==> config.mk <==
export PLATFORM = sky130hd
export DESIGN_NAME = pixel_frame_scheduler_flat
export DESIGN_NICKNAME = d
export VERILOG_FILES = /design/src/rtl/pixel_frame_scheduler_pkg.sv /design/src/rtl/pixel_frame_scheduler_if.sv /design/src/rtl/pixel_frame_scheduler_writer.sv /design/src/rtl/pixel_frame_scheduler.sv /design/src/flat_wrapper.sv
export SDC_FILE = /design/constraint.sdc
export NUM_CORES = 1
export LEC_CHECK = 0
export CORE_MARGIN = 2
export CORE_UTILIZATION = 28
export CTS_BUF_LIST = sky130_fd_sc_hd__clkbuf_16
export DETAILED_ROUTE_END_ITERATION = 16
export PLACE_DENSITY = 0.56
export SYNTH_ARGS = -nofsm -noshare
export SYNTH_HDL_FRONTEND = slang
export SYNTH_HIERARCHICAL = 1
export SYNTH_SLANG_ARGS = --single-unit
==> constraint.sdc <==
create_clock -name hclk -period 3.1 [get_ports hclk]
set_clock_uncertainty 0.2 [all_clocks]
set_input_delay 0.62 -clock hclk [delete_from_list [all_inputs] [get_ports hclk]]
set_output_delay 0.62 -clock hclk [all_outputs]
set_load 0.005 [all_outputs]
==> src/rtl/pixel_frame_scheduler_pkg.sv <==
// Shared types and constants for the ping-pong pixel frame scheduler.
package pixel_frame_scheduler_pkg;

   typedef enum logic [1:0] {
      ST_IDLE  = 2'd0,
      ST_START = 2'd1,
      ST_RUN   = 2'd2,
      ST_DONE  = 2'd3
   } pfs_state_t;

   localparam int BANK_WORDS = 1024;
   localparam int CNT_IDX_W  = $clog2(BANK_WORDS);
   localparam int ADDR_W     = CNT_IDX_W + 1;
   localparam int DATA_W     = 32;

   localparam logic [3:0] TIMEOUT_CLASS = 4'hF;

endpackage

==> src/rtl/pixel_frame_scheduler_if.sv <==
// Host-side pixel write handshake plus the resulting BRAM write port.
interface pixel_frame_scheduler_if;
   import pixel_frame_scheduler_pkg::*;

   logic              wr_valid;
   logic [DATA_W-1:0] wr_data;
   logic              wr_ready;
   logic              bram_we;
   logic [ADDR_W-1:0] bram_addr;
   logic [DATA_W-1:0] bram_wdata;

   modport master (
      output wr_valid, wr_data,
      input  wr_ready, bram_we, bram_addr, bram_wdata
   );

   modport slave (
      input  wr_valid, wr_data,
      output wr_ready, bram_we, bram_addr, bram_wdata
   );

endinterface

==> src/rtl/pixel_frame_scheduler_writer.sv <==
// Ping-pong bank writer: fill counter, active write bank and per-bank full flags.
module pixel_bank_writer
   import pixel_frame_scheduler_pkg::*;
#(
   parameter int FRAME_WORDS = 256
)
(
   input  logic                   hclk,
   input  logic                   hrst_b,
   input  logic                   abort,
   input  logic                   clr_req,
   input  logic                   clr_bank,
   pixel_frame_scheduler_if.slave wr,
   output logic [1:0]             bank_full
);

   localparam logic [CNT_IDX_W-1:0] LAST_IDX = CNT_IDX_W'(FRAME_WORDS - 1);

   logic [CNT_IDX_W-1:0] wr_cnt;
   logic                 wr_bank;
   logic                 hs;
   logic                 last_word;
   logic [1:0]           set_mask;
   logic [1:0]           clr_mask;

   assign wr.wr_ready   = !bank_full[wr_bank] && !abort;
   assign hs            = wr.wr_valid && wr.wr_ready;
   assign wr.bram_we    = hs;
   assign wr.bram_addr  = {wr_bank, wr_cnt};
   assign wr.bram_wdata = wr.wr_data;

   assign last_word = hs && (wr_cnt == LAST_IDX);
   // Writer only fills an empty bank and reader only frees a full one, so masks never overlap.
   assign set_mask  = last_word ? (wr_bank ? 2'b10 : 2'b01) : 2'b00;
   assign clr_mask  = clr_req ? (clr_bank ? 2'b10 : 2'b01) : 2'b00;

   always_ff @(posedge hclk or negedge hrst_b) begin
      if (!hrst_b) begin
         wr_cnt    <= '0;
         wr_bank   <= 1'b0;
         bank_full <= 2'b00;
      end else if (abort) begin
         wr_cnt    <= '0;
         wr_bank   <= 1'b0;
         bank_full <= 2'b00;
      end else begin
         if (last_word) begin
            wr_cnt  <= '0;
            wr_bank <= ~wr_bank;
         end else if (hs) begin
            wr_cnt  <= wr_cnt + CNT_IDX_W'(1);
         end
         bank_full <= (bank_full | set_mask) & ~clr_mask;
      end
   end

endmodule

==> src/rtl/pixel_frame_scheduler.sv <==
// Frame scheduler: launches the SNN core on each full bank, times the run and reports results.
//   state | meaning
//   IDLE  | waiting for the read bank to become full
//   START | calca_start pulse visible, run counter cleared
//   RUN   | counting cycles until finish pulse or timeout
//   DONE  | result_valid visible, bank released, frame counted
module pixel_frame_scheduler
   import pixel_frame_scheduler_pkg::*;
#(
   parameter int FRAME_WORDS = 256,
   parameter int CNT_W       = 32
)
(
   input  logic                   hclk,
   input  logic                   hrst_b,
   pixel_frame_scheduler_if.slave wr,
   output logic                   calca_start,
   output logic                   snn_bank,
   input  logic                   one_time_finish,
   input  logic [3:0]             result_class,
   input  logic [CNT_W-1:0]       timeout_cfg,
   input  logic                   abort,
   input  logic                   intr_clr,
   output logic                   result_valid,
   output logic [3:0]             result_data,
   output logic [CNT_W-1:0]       run_cycles,
   output logic                   timeout_err,
   output logic [CNT_W-1:0]       frames_done,
   output logic [1:0]             bank_full,
   output logic                   intr
);

   pfs_state_t       state;
   logic             rd_bank;
   logic [CNT_W-1:0] run_cnt;
   logic [CNT_W-1:0] run_cnt_inc;
   logic             timeout_hit;
   logic             release_bank;

   assign run_cnt_inc  = (&run_cnt) ? run_cnt : run_cnt + CNT_W'(1);
   assign timeout_hit  = (timeout_cfg != '0) && (run_cnt == timeout_cfg - CNT_W'(1));
   assign release_bank = (state == ST_DONE) && !abort;

   pixel_bank_writer #(
      .FRAME_WORDS (FRAME_WORDS)
   ) u_writer (
      .hclk      (hclk),
      .hrst_b    (hrst_b),
      .abort     (abort),
      .clr_req   (release_bank),
      .clr_bank  (rd_bank),
      .wr        (wr),
      .bank_full (bank_full)
   );

   always_ff @(posedge hclk or negedge hrst_b) begin
      if (!hrst_b) begin
         state        <= ST_IDLE;
         rd_bank      <= 1'b0;
         run_cnt      <= '0;
         calca_start  <= 1'b0;
         snn_bank     <= 1'b0;
         result_valid <= 1'b0;
         result_data  <= 4'h0;
         run_cycles   <= '0;
         timeout_err  <= 1'b0;
         frames_done  <= '0;
         intr         <= 1'b0;
      end else begin
         calca_start  <= 1'b0;
         result_valid <= 1'b0;
         // Clear first so a DONE in the same cycle re-sets it.
         if (intr_clr) intr <= 1'b0;
         if (abort) begin
            state   <= ST_IDLE;
            rd_bank <= 1'b0;
            run_cnt <= '0;
         end else begin
            case (state)
               ST_IDLE: begin
                  if (bank_full[rd_bank]) begin
                     state       <= ST_START;
                     calca_start <= 1'b1;
                     snn_bank    <= rd_bank;
                  end
               end
               ST_START: begin
                  run_cnt <= '0;
                  state   <= ST_RUN;
               end
               ST_RUN: begin
                  run_cnt <= run_cnt_inc;
                  if (one_time_finish) begin
                     result_data  <= result_class;
                     timeout_err  <= 1'b0;
                     result_valid <= 1'b1;
                     state        <= ST_DONE;
                  end else if (timeout_hit) begin
                     result_data  <= TIMEOUT_CLASS;
                     timeout_err  <= 1'b1;
                     result_valid <= 1'b1;
                     state        <= ST_DONE;
                  end
               end
               ST_DONE: begin
                  run_cycles  <= run_cnt;
                  rd_bank     <= ~rd_bank;
                  frames_done <= frames_done + CNT_W'(1);
                  intr        <= 1'b1;
                  state       <= ST_IDLE;
               end
               default: state <= ST_IDLE;
            endcase
         end
      end
   end

endmodule

==> src/flat_wrapper.sv <==
// flat-port wrapper written by rule: the top's interface ports become plain ports
module pixel_frame_scheduler_flat import pixel_frame_scheduler_pkg::*;
#(
   parameter int FRAME_WORDS = 256,
   parameter int CNT_W       = 32
)
  (hclk, hrst_b, calca_start, snn_bank, one_time_finish, result_class, timeout_cfg, abort, intr_clr, result_valid, result_data, run_cycles, timeout_err, frames_done, bank_full, intr, wr_wr_valid, wr_wr_data, wr_wr_ready, wr_bram_we, wr_bram_addr, wr_bram_wdata);
  pixel_frame_scheduler_if wr_i ();
  input  logic hclk;
  input  logic hrst_b;
  output logic calca_start;
  output logic snn_bank;
  input  logic one_time_finish;
  input  logic [3:0] result_class;
  input  logic [CNT_W-1:0] timeout_cfg;
  input  logic abort;
  input  logic intr_clr;
  output logic result_valid;
  output logic [3:0] result_data;
  output logic [CNT_W-1:0] run_cycles;
  output logic timeout_err;
  output logic [CNT_W-1:0] frames_done;
  output logic [1:0] bank_full;
  output logic intr;
  input wire logic [$bits(wr_i.wr_valid)-1:0] wr_wr_valid;
  input wire logic [$bits(wr_i.wr_data)-1:0] wr_wr_data;
  output wire logic [$bits(wr_i.wr_ready)-1:0] wr_wr_ready;
  output wire logic [$bits(wr_i.bram_we)-1:0] wr_bram_we;
  output wire logic [$bits(wr_i.bram_addr)-1:0] wr_bram_addr;
  output wire logic [$bits(wr_i.bram_wdata)-1:0] wr_bram_wdata;
  assign wr_i.wr_valid = wr_wr_valid;
  assign wr_i.wr_data = wr_wr_data;
  assign wr_wr_ready = wr_i.wr_ready;
  assign wr_bram_we = wr_i.bram_we;
  assign wr_bram_addr = wr_i.bram_addr;
  assign wr_bram_wdata = wr_i.bram_wdata;
  pixel_frame_scheduler #(.FRAME_WORDS(FRAME_WORDS), .CNT_W(CNT_W)) u_core (.hclk(hclk), .hrst_b(hrst_b), .wr(wr_i), .calca_start(calca_start), .snn_bank(snn_bank), .one_time_finish(one_time_finish), .result_class(result_class), .timeout_cfg(timeout_cfg), .abort(abort), .intr_clr(intr_clr), .result_valid(result_valid), .result_data(result_data), .run_cycles(run_cycles), .timeout_err(timeout_err), .frames_done(frames_done), .bank_full(bank_full), .intr(intr));
endmodule
==> results of run 1 <==
-- worst register-to-register path, cell delays in order (launching register included) --
cell     delay [ns]
dfrtp_1        0.51
inv_1          0.12
or4_1          0.60
nor4_2         0.39
nand2_1        0.13
nor3_1         0.23
buf_4          0.16
nand4_1        0.11
xor2_1         0.15
nor2_1         0.05
-- final cells by class --
cell class,instances,area (um2),share of cell area [%]
repair buffers,241,2180,21.3
clock inverters,14,150,1.47
well taps,330,413,4.05
multi-input cells,599,3920,38.4
inverters,23,86.3,0.847
flip-flops and latches,121,3030,29.7
clock buffers,17,425,4.17
-- how the worst max path moves through the flow --
stage	end	slack [ns]	cells past startpoint
floorplan	u_core/result_data[0]	0.006	11
global placement	u_core/result_data[1]	-0.73	12
detailed placement	u_core/result_data[1]	-0.72	12
CTS	u_core/state[1]	0.002	12
global route	u_core/timeout_err	-0.08	16
finish	u_core/state[1]	0.05	12
-- registers in the layout (all words and copies together), names as in the netlist, 2 cells and up --
| signal | cells |
|---|---|
| u_core/frames_done | 32 |
| u_core/result_data | 4 |
| u_core/run_cnt | 32 |
| u_core/run_cycles | 32 |
| u_core/state | 2 |
| u_core/u_writer/bank_full | 2 |
| u_core/u_writer/wr_cnt | 10 |
-- cell usage in the layout (no fill, tap or decap), types with 8 or more instances in the layout --
cell,n
a21oi_1,23
and3_1,8
and4_1,12
buf_4,106
clkbuf_16,17
clkdlybuf4s50_1,114
dfrtp_1,121
dlygate4sd2_1,8
inv_1,22
nand2_1,139
nand3_1,32
nand4_1,29
nor2_1,71
nor3_1,20
nor4_1,14
o21ai_0,21
xnor2_1,60
xor2_1,38
-- kinds of logic (layout without fill, tap and decap cells) --
| logic type | Yosys count | after routing |
|---|---|---|
| buffers and inverters | 92 | 295 |
| multiplexers | 4 | 4 |
| XOR/XNOR | 98 | 98 |
| AND/OR/NAND/NOR | 392 | 392 |
| flip-flops | 121 | 121 |
| AO/OA/AOI/OAI | 97 | 97 |
| adder cells (fa/ha/maj) | 8 | 8 |
-- power by group through the flow --
stage                     combinational, W  clock [W]  sequential (W)
after global placement            0.000794          0         0.00175
after CTS                         0.000810    0.00200         0.00172
after global routing              0.000903    0.00208         0.00173
final                             0.000812    0.00194         0.00172
after detailed placement          0.000796          0         0.00175
after floorplan                   0.000437          0         0.00173
-- through the flow --
stage | cell area [um2] | hold slack [ns] | instances | setup TNS, ns | util (%)
3_3_place_gp | 9370 | 0.259 | 1308 | -5.46 | 37.1
4_1_cts | 10100 | 0.00432 | 1343 | 0 | 40.0
6_report | 10200 | -0.00493 | 1345 | 0 | 40.4
5_1_grt | 10200 | 0.0245 | 1345 | -0.115 | 40.4
2_1_floorplan | 7240 | 0.124 | 812 | 0 | -
3_5_place_dp | 9370 | 0.262 | 1308 | -5.39 | 37.1
-- metal layers --
layer	GRT usage [%]	wire length [um]	vias up
li1	-	-	3176
met1	21.1	9740	3074
met2	25.1	9780	128
met3	3.09	789	20
met4	4.82	238	0
met5	0	0	-
-- timing repair --
| item | 4_1_cts | 5_1_grt |
|---|---|---|
| setup buffers | 6 | 3 |
| pin swaps | 18 | 18 |
| gates resized for setup | 37 | 21 |
| endpoints found under the setup margin | 8 | 8 |
==> report_table.html, run 1 <==
<table>
<tr><th>Metric</th><th>Value</th></tr>
<tr><th colspan="2">Outcome</th></tr>
<tr><td>Run status</td><td>finished with violations</td></tr>
<tr><td>Violations in the final reports</td><td>negative hold slack</td></tr>
<tr><th colspan="2">Finish</th></tr>
<tr><td>Number of nets in the finished design</td><td>roughly 1100</td></tr>
<tr><td>Antenna diodes</td><td>0</td></tr>
<tr><td>Area growth syn-to-layout</td><td>40.8%</td></tr>
<tr><td>Fraction of final layout cells sized beyond drive strength 1</td><td>19.3%</td></tr>
<tr><td>Fillers</td><td>2543</td></tr>
<tr><th colspan="2">Die</th></tr>
<tr><td>Boundary Pins</td><td>around 190</td></tr>
<tr><td>Row count</td><td>58</td></tr>
<tr><td>Die Width</td><td>165 um</td></tr>
<tr><td>Initial Utilization</td><td>28.7%</td></tr>
<tr><td>DIE AREA</td><td>27200 um2</td></tr>
<tr><td>Core Box Area</td><td>25300 um2</td></tr>
<tr><td>Overall die height</td><td>approximately 160 um</td></tr>
<tr><th colspan="2">Route</th></tr>
<tr><td>Post-route DRC</td><td>0</td></tr>
<tr><td>Wirelength, routed</td><td>20500 um</td></tr>
<tr><td>DR iter-0 viols</td><td>381</td></tr>
<tr><td>Via Count</td><td>6398</td></tr>
<tr><td>Wirelength per Cell</td><td>15.3 um</td></tr>
<tr><td>Antenna Nets Post-Route</td><td>0</td></tr>
<tr><td>Via density per instance</td><td>4.76</td></tr>
<tr><td>Number of detailed-route iterations in the first pass</td><td>5</td></tr>
<tr><th colspan="2">Clock tree</th></tr>
<tr><td>Deepest clock path buffer count</td><td>2</td></tr>
<tr><td>Number of H-tree levels</td><td>4</td></tr>
<tr><td>Reg clk slew, reported paths</td><td>approximately 0.060 ns</td></tr>
<tr><td>Number of buffers inserted for hold repair after clock tree synthesis</td><td>0</td></tr>
<tr><td>Buffer cell driving the clock tree root</td><td>clkbuf_16</td></tr>
<tr><td>Clock tree from TritonCTS</td><td>done</td></tr>
<tr><td>Number of buffers inserted during clock tree synthesis</td><td>17</td></tr>
<tr><td>Count of clock tree sinks</td><td>121</td></tr>
<tr><td>Worst skew pair latency</td><td>0.42 ns</td></tr>
<tr><th colspan="2">Synthesis</th></tr>
<tr><td>Cell Area, Synth</td><td>7240 um2</td></tr>
<tr><td>Share of async-settable or async-resettable flops after synthesis</td><td>100%</td></tr>
<tr><td>Synth Net Count</td><td>894</td></tr>
<tr><td>Simple-Gate Fraction of Synth Area</td><td>28.4%</td></tr>
<tr><td>Multiplexer fraction of the synthesized cell area</td><td>0.622%</td></tr>
<tr><td>Post-synth top flop</td><td>dfrtp_1</td></tr>
<tr><td>Yosys warnings</td><td>6</td></tr>
<tr><td>Most frequent cells after synthesis</td><td>nand2_1, dfrtp_1, nor2_1</td></tr>
<tr><td>Biggest area consumer among synthesized cells</td><td>dfrtp_1</td></tr>
<tr><td>Dominant combinational cell family by area after synthesis</td><td>simple AND/OR/NAND/NOR gates</td></tr>
<tr><td>Post-Synth XOR/XNOR Area</td><td>11.9%</td></tr>
<tr><td>Avg Inst Size Synth</td><td>8.92 um2</td></tr>
<tr><td>Part of the Yosys area used for sequential elements</td><td>41.8%</td></tr>
<tr><td>Top area cells in the synthesized netlist</td><td>dfrtp_1, xnor2_1, nand2_1, xor2_1, nor2_1</td></tr>
<tr><td>Synthesized instance count</td><td>812</td></tr>
<tr><td>Synth top area share</td><td>between 40% and 50%</td></tr>
<tr><td>Post-synthesis adder-cell area fraction</td><td>1.38%</td></tr>
<tr><td>Synth Area in Compound Gates</td><td>9.30%</td></tr>
<tr><td>Number of flops mapped to enable cells by yosys</td><td>0</td></tr>
<tr><td>Count of different cell masters after synthesis</td><td>63</td></tr>
<tr><td>Number of synthesized register bits</td><td>121</td></tr>
<tr><td>Most numerous cell in the Yosys netlist</td><td>nand2_1</td></tr>
<tr><th colspan="2">Setup path</th></tr>
<tr><td>Biggest cell delay along the critical path</td><td>roughly 0.40 ns</td></tr>
<tr><td>Slowest cell on the critical path</td><td>or3_4</td></tr>
<tr><td>Worst reg2reg path startpoint</td><td>u_core/run_cnt[10]</td></tr>
<tr><td>Worst setup path startpoint</td><td>timeout_cfg[26]</td></tr>
<tr><td>Crit. End Element</td><td>register</td></tr>
<tr><td>Maximum fanout count along the critical path</td><td>5</td></tr>
<tr><td>Capture instance of the worst register-to-register path</td><td>u_core/run_cnt[29]</td></tr>
<tr><td>Critical path start-end classification</td><td>input pin to register</td></tr>
<tr><td>Register-to-Register Path Depth</td><td>9</td></tr>
<tr><td>Cell breakdown of the critical path</td><td>dlygate4sd2_1, nor4_2, buf_4, nand4_1, or3_4, a2111oi_4, o2111ai_2, nor4_4, buf_6, buf_4, nand4_1, nand3_2</td></tr>
<tr><td>Critical path buffer and inverter count</td><td>4</td></tr>
<tr><td>Reg-to-reg slack, setup</td><td>0.33 ns</td></tr>
<tr><td>Data arrival, critical path</td><td>3.20 ns</td></tr>
<tr><td>Crit path max-delay family</td><td>simple AND/OR/NAND/NOR gates</td></tr>
<tr><td>Critical path data required time</td><td>3.25 ns</td></tr>
<tr><td>Category of the worst setup path launch point</td><td>input pin</td></tr>
<tr><th colspan="2">Pwr</th></tr>
<tr><td>Design internal power</td><td>0.00319 W</td></tr>
<tr><td>Combinational share of power</td><td>18.1%</td></tr>
<tr><td>Power density over the cells</td><td>roughly 440 nW/um2</td></tr>
<tr><td>Switching portion of total power</td><td>28.6%</td></tr>
<tr><td>Worst voltage drop across the vdd grid</td><td>258 uV</td></tr>
<tr><td>Overall power consumption</td><td>0.00448 W</td></tr>
<tr><td>Leakage power</td><td>4.40 nW</td></tr>
<tr><td>Clk pwr share</td><td>43.4%</td></tr>
<tr><td>Portion of total power attributed to sequential cells</td><td>38.4%</td></tr>
<tr><td>Switching power summed over all nets</td><td>0.00128 W</td></tr>
<tr><th colspan="2">Worst hold path</th></tr>
<tr><td>Worst hold-check path type</td><td>input pin to asynchronous set/reset pin</td></tr>
<tr><th colspan="2">Placed design</th></tr>
<tr><td>RePlAce Congestion</td><td>0.846</td></tr>
<tr><td>Worst slack at placement</td><td>-0.718 ns</td></tr>
<tr><td>Port buffer count</td><td>between 100 and 150</td></tr>
<tr><td>DPL Wire Length</td><td>15200 um</td></tr>
<tr><th colspan="2">STA</th></tr>
<tr><td>Relative slew slack</td><td>51.3%</td></tr>
<tr><td>Setup repair after global routing missed its margin</td><td>true</td></tr>
<tr><td>Post-layout minimum cycle time</td><td>3.05 ns</td></tr>
<tr><td>Worst-case setup margin in the final layout</td><td>0.0464 ns</td></tr>
<tr><td>Total setup violations reported at the end of the flow</td><td>0</td></tr>
<tr><td>Number of hold violations in the final report</td><td>7</td></tr>
<tr><td>Worst hold-check slack</td><td>-0.00493 ns</td></tr>
<tr><td>Final slew viol count</td><td>0</td></tr>
<tr><td>Part of the cycle the worst path needs</td><td>98.5%</td></tr>
<tr><td>Peak Freq</td><td>327 MHz</td></tr>
<tr><td>Slew @ Worst Pin</td><td>0.730 ns</td></tr>
<tr><th colspan="2">GRT</th></tr>
<tr><td>Tot GR Track Use</td><td>15.6%</td></tr>
<tr><td>Via count of the first global-routing pass</td><td>6360</td></tr>
<tr><td>Initial antenna violation count</td><td>0</td></tr>
<tr><td>Overflow after GRT</td><td>0</td></tr>
<tr><td>Global-route wire length before repair</td><td>33400 um</td></tr>
<tr><td>Largest net degree at the start of global routing</td><td>59</td></tr>
<tr><th colspan="2">Flow run</th></tr>
<tr><td>MaxCap Viol Count</td><td>0</td></tr>
</table>
Power figures use the tool's default switching activity.
==> inputs of run 2 (changes only) <==
==> constraint.sdc (replaced) <==
create_clock -name hclk -period 3.2 [get_ports hclk]
set_clock_uncertainty 0.2 [all_clocks]
set_input_delay 0.64 -clock hclk [delete_from_list [all_inputs] [get_ports hclk]]
set_output_delay 0.64 -clock hclk [all_outputs]
set_load 0.005 [all_outputs]
==> run 2 against run 1 <==
  * The flow now finishes without violations
  * Via count fell by 0.70%
  * Non-clock buffer count fell by 6
  * First-iteration DRC count fell by 20%
  * Clock power increased by 4%
  * Routed wire length down 1.5%
  * Die area unchanged
  * Register-to-register slack better by 0.08 ns
  * Largest cell class unchanged
==> report_table.html, run 2 (synthesized netlist as in run 1, its figures left out) <==
<table>
<tr><th>Metric</th><th>Value</th></tr>
<tr><th colspan="2">Worst hold path</th></tr>
<tr><td>Cells on Worst Hold Path</td><td>2</td></tr>
<tr><td>Startpoint of the worst hold path</td><td>u_core/run_cycles[26]</td></tr>
<tr><td>Hold Path Sink</td><td>u_core/run_cycles[26]</td></tr>
<tr><td>Worst hold-check path type</td><td>register to register</td></tr>
<tr><th colspan="2">STA</th></tr>
<tr><td>Post-layout minimum cycle time</td><td>3.08 ns</td></tr>
<tr><td>Total Neg Setup Slack</td><td>0 ns (unchanged)</td></tr>
<tr><td>Total setup violations reported at the end of the flow</td><td>0 (unchanged)</td></tr>
<tr><td>Worst-case setup margin in the final layout</td><td>0.122 ns (+0.0759 ns)</td></tr>
<tr><td>Relative slew slack</td><td>52.3% (+0.96 points)</td></tr>
<tr><td>Slew @ Worst Pin</td><td>0.716 ns (-0.0144 ns)</td></tr>
<tr><td>Worst hold-check slack</td><td>0.270 ns (+0.275 ns)</td></tr>
<tr><td>Peak Freq</td><td>325 MHz</td></tr>
<tr><td>Number of hold violations in the final report</td><td>0 (-7)</td></tr>
<tr><td>Final slew viol count</td><td>0 (unchanged)</td></tr>
<tr><td>Part of the cycle the worst path needs</td><td>96.2%</td></tr>
<tr><th colspan="2">Route</th></tr>
<tr><td>DR iter-0 viols</td><td>306 (-20%)</td></tr>
<tr><td>Via density per instance</td><td>4.74 (-0.26%)</td></tr>
<tr><td>Number of detailed-route iterations in the first pass</td><td>5 (unchanged)</td></tr>
<tr><td>Via Count</td><td>6353 (-0.70%)</td></tr>
<tr><td>Wirelength per Cell</td><td>15.1 um (-1.0%)</td></tr>
<tr><td>Antenna Nets Post-Route</td><td>0 (unchanged)</td></tr>
<tr><td>Post-route DRC</td><td>0 (unchanged)</td></tr>
<tr><td>Wirelength, routed</td><td>20300 um (-1.5%)</td></tr>
<tr><th colspan="2">Finish</th></tr>
<tr><td>Most common library cell in the layout ignoring fill and taps</td><td>nand2_1</td></tr>
<tr><td>Fraction of final layout cells sized beyond drive strength 1</td><td>18.5% (-0.78 points)</td></tr>
<tr><td>Area growth syn-to-layout</td><td>40.5%</td></tr>
<tr><td>Final std cells w/o fill</td><td>1339 (-0.45%)</td></tr>
<tr><td>Antenna diodes</td><td>0 (unchanged)</td></tr>
<tr><td>Leading registers by flop count</td><td>u_core/frames_done (32), u_core/run_cnt (32), u_core/run_cycles (32)</td></tr>
<tr><td>Number of nets in the finished design</td><td>1079 (-0.55%)</td></tr>
<tr><td>Commonest cells after routing, fill and taps aside</td><td>nand2_1, dfrtp_1, clkdlybuf4s50_1</td></tr>
<tr><th colspan="2">Setup path</th></tr>
<tr><td>Critical path data required time</td><td>3.35 ns (+0.10 ns)</td></tr>
<tr><td>Crit. End Element</td><td>register</td></tr>
<tr><td>Data arrival, critical path</td><td>3.23 ns (+0.03 ns)</td></tr>
<tr><td>Category of the worst setup path launch point</td><td>input pin</td></tr>
<tr><td>Capture instance of the worst register-to-register path</td><td>u_core/run_cnt[29]</td></tr>
<tr><td>Reg-to-reg slack, setup</td><td>0.41 ns (+0.08 ns)</td></tr>
<tr><td>Critical path start-end classification</td><td>input pin to register</td></tr>
<tr><td>Register-to-Register Path Depth</td><td>9 (unchanged)</td></tr>
<tr><td>Maximum fanout count along the critical path</td><td>6 (+1)</td></tr>
<tr><td>Worst reg2reg path startpoint</td><td>u_core/run_cnt[10]</td></tr>
<tr><th colspan="2">Die</th></tr>
<tr><td>Overall die height</td><td>165 um (unchanged)</td></tr>
<tr><td>Row count</td><td>58 (unchanged)</td></tr>
<tr><td>Die Width</td><td>165 um (unchanged)</td></tr>
<tr><td>Initial Utilization</td><td>28.7% (unchanged)</td></tr>
<tr><td>DIE AREA</td><td>27200 um2 (unchanged)</td></tr>
<tr><td>Core Box Area</td><td>25300 um2 (unchanged)</td></tr>
<tr><td>Boundary Pins</td><td>194 (unchanged)</td></tr>
<tr><th colspan="2">Placed design</th></tr>
<tr><td>Port buffer count</td><td>129 (unchanged)</td></tr>
<tr><td>Dpl cells</td><td>1301 (-0.54%)</td></tr>
<tr><td>Worst slack at placement</td><td>-0.619 ns (+0.0991 ns)</td></tr>
<tr><td>DPL Wire Length</td><td>15300 um (+0.50%)</td></tr>
<tr><td>RePlAce Congestion</td><td>0.851 (+0.67%)</td></tr>
<tr><th colspan="2">Pwr</th></tr>
<tr><td>Power density over the cells</td><td>438 nW/um2 (-0.17%)</td></tr>
<tr><td>Worst voltage drop across the vdd grid</td><td>300 uV (+16%)</td></tr>
<tr><td>Leakage power</td><td>4.38 nW (-0.54%)</td></tr>
<tr><th colspan="2">Clock tree</th></tr>
<tr><td>Count of clock tree sinks</td><td>121 (unchanged)</td></tr>
<tr><td>Reg clk slew, reported paths</td><td>0.06 ns (about the same)</td></tr>
<tr><td>Worst skew pair latency</td><td>0.42 ns (about the same)</td></tr>
<tr><td>Number of H-tree levels</td><td>4 (unchanged)</td></tr>
<tr><td>Buffer cell driving the clock tree root</td><td>clkbuf_16</td></tr>
<tr><td>Number of buffers inserted during clock tree synthesis</td><td>17 (unchanged)</td></tr>
<tr><td>Clock tree from TritonCTS</td><td>done</td></tr>
<tr><td>Deepest clock path buffer count</td><td>2 (unchanged)</td></tr>
<tr><th colspan="2">Outcome</th></tr>
<tr><td>Run status</td><td>complete, no violations</td></tr>
<tr><th colspan="2">GRT</th></tr>
<tr><td>Largest net degree at the start of global routing</td><td>66 (+12%)</td></tr>
<tr><td>Global-route wire length before repair</td><td>32200 um (-3.6%)</td></tr>
<tr><td>Overflow after GRT</td><td>0 (unchanged)</td></tr>
<tr><td>Tot GR Track Use</td><td>15.1% (-0.54 points)</td></tr>
<tr><td>Initial antenna violation count</td><td>0 (unchanged)</td></tr>
<tr><td>Via count of the first global-routing pass</td><td>6176 (-2.9%)</td></tr>
<tr><th colspan="2">Flow run</th></tr>
<tr><td>MaxCap Viol Count</td><td>0 (unchanged)</td></tr>
</table>
-- run 2: through the flow --
stage | total power [W] | instance area, um2 | util [%]
after global placement | 0.00246 | 9320 | 36.9
after global routing | 0.00468 | 10200 | 40.3
after floorplan | 0.00210 | 7240 | -
after detailed placement | 0.00247 | 9320 | 36.9
after CTS | 0.00454 | 10000 | 39.7
final | 0.00446 | 10200 | 40.3
-- run 2: worst max path at each step --
stage	startpoint	to	cells past startpoint
floorplan	timeout_cfg[0]	u_core/result_data[0]	11
global placement	timeout_cfg[25]	u_core/result_data[1]	12
detailed placement	timeout_cfg[4]	u_core/result_data[0]	13
CTS	timeout_cfg[4]	u_core/result_data[0]	14
global route	timeout_cfg[24]	u_core/state[1]	12
finish	timeout_cfg[17]	u_core/state[1]	11
-- run 2: what timing repair did --
item	CTS	global route
setup endpoints to repair	8	8
setup buffers	2	5
hold buffers	1	0
resized for setup	14	31
endpoints found under the hold margin	6	0
pin swaps	6	21
-- run 2: layout make-up --
type                    count  area (um2)
multi-input cells         599        3880
repair buffers            235        2140
fillers                  2546       15100
flip-flops and latches    121        3030
well taps                 330         413
clock buffers              17         425
clock inverters            14         199
inverters                  23        86.3
-- run 2: metal layers --
metal	GRT usage [%]	wire (um)	part of all wire (%)	vias to the layer above
li1	-	-	-	3170
met1	19.9	9340	46	3020
met2	24.5	9670	48	144
met3	3.31	984	4.9	19
met4	4.94	256	1.3	0
met5	0	0	0	-
-- run 2: where the power goes --
group | internal (W) | total, W | switching (W)
Clock | 0.00130 | 0.00202 | 0.000718
Combinational | 0.000353 | 0.000772 | 0.000420
Sequential | 0.00159 | 0.00167 | 0.0000749
Total | 0.00325 | 0.00446 | 0.00121
-- run 2: worst max-delay path: stages --
cell,delay (ns)
clkdlybuf4s50_1,0.46
or4_4,0.60
nor4_4,0.22
buf_4,0.19
a21oi_1,0.07
a31oi_1,0.19
buf_4,0.16
nor4_4,0.04
buf_4,0.16
a2111o_1,0.41
nand3_1,0.09
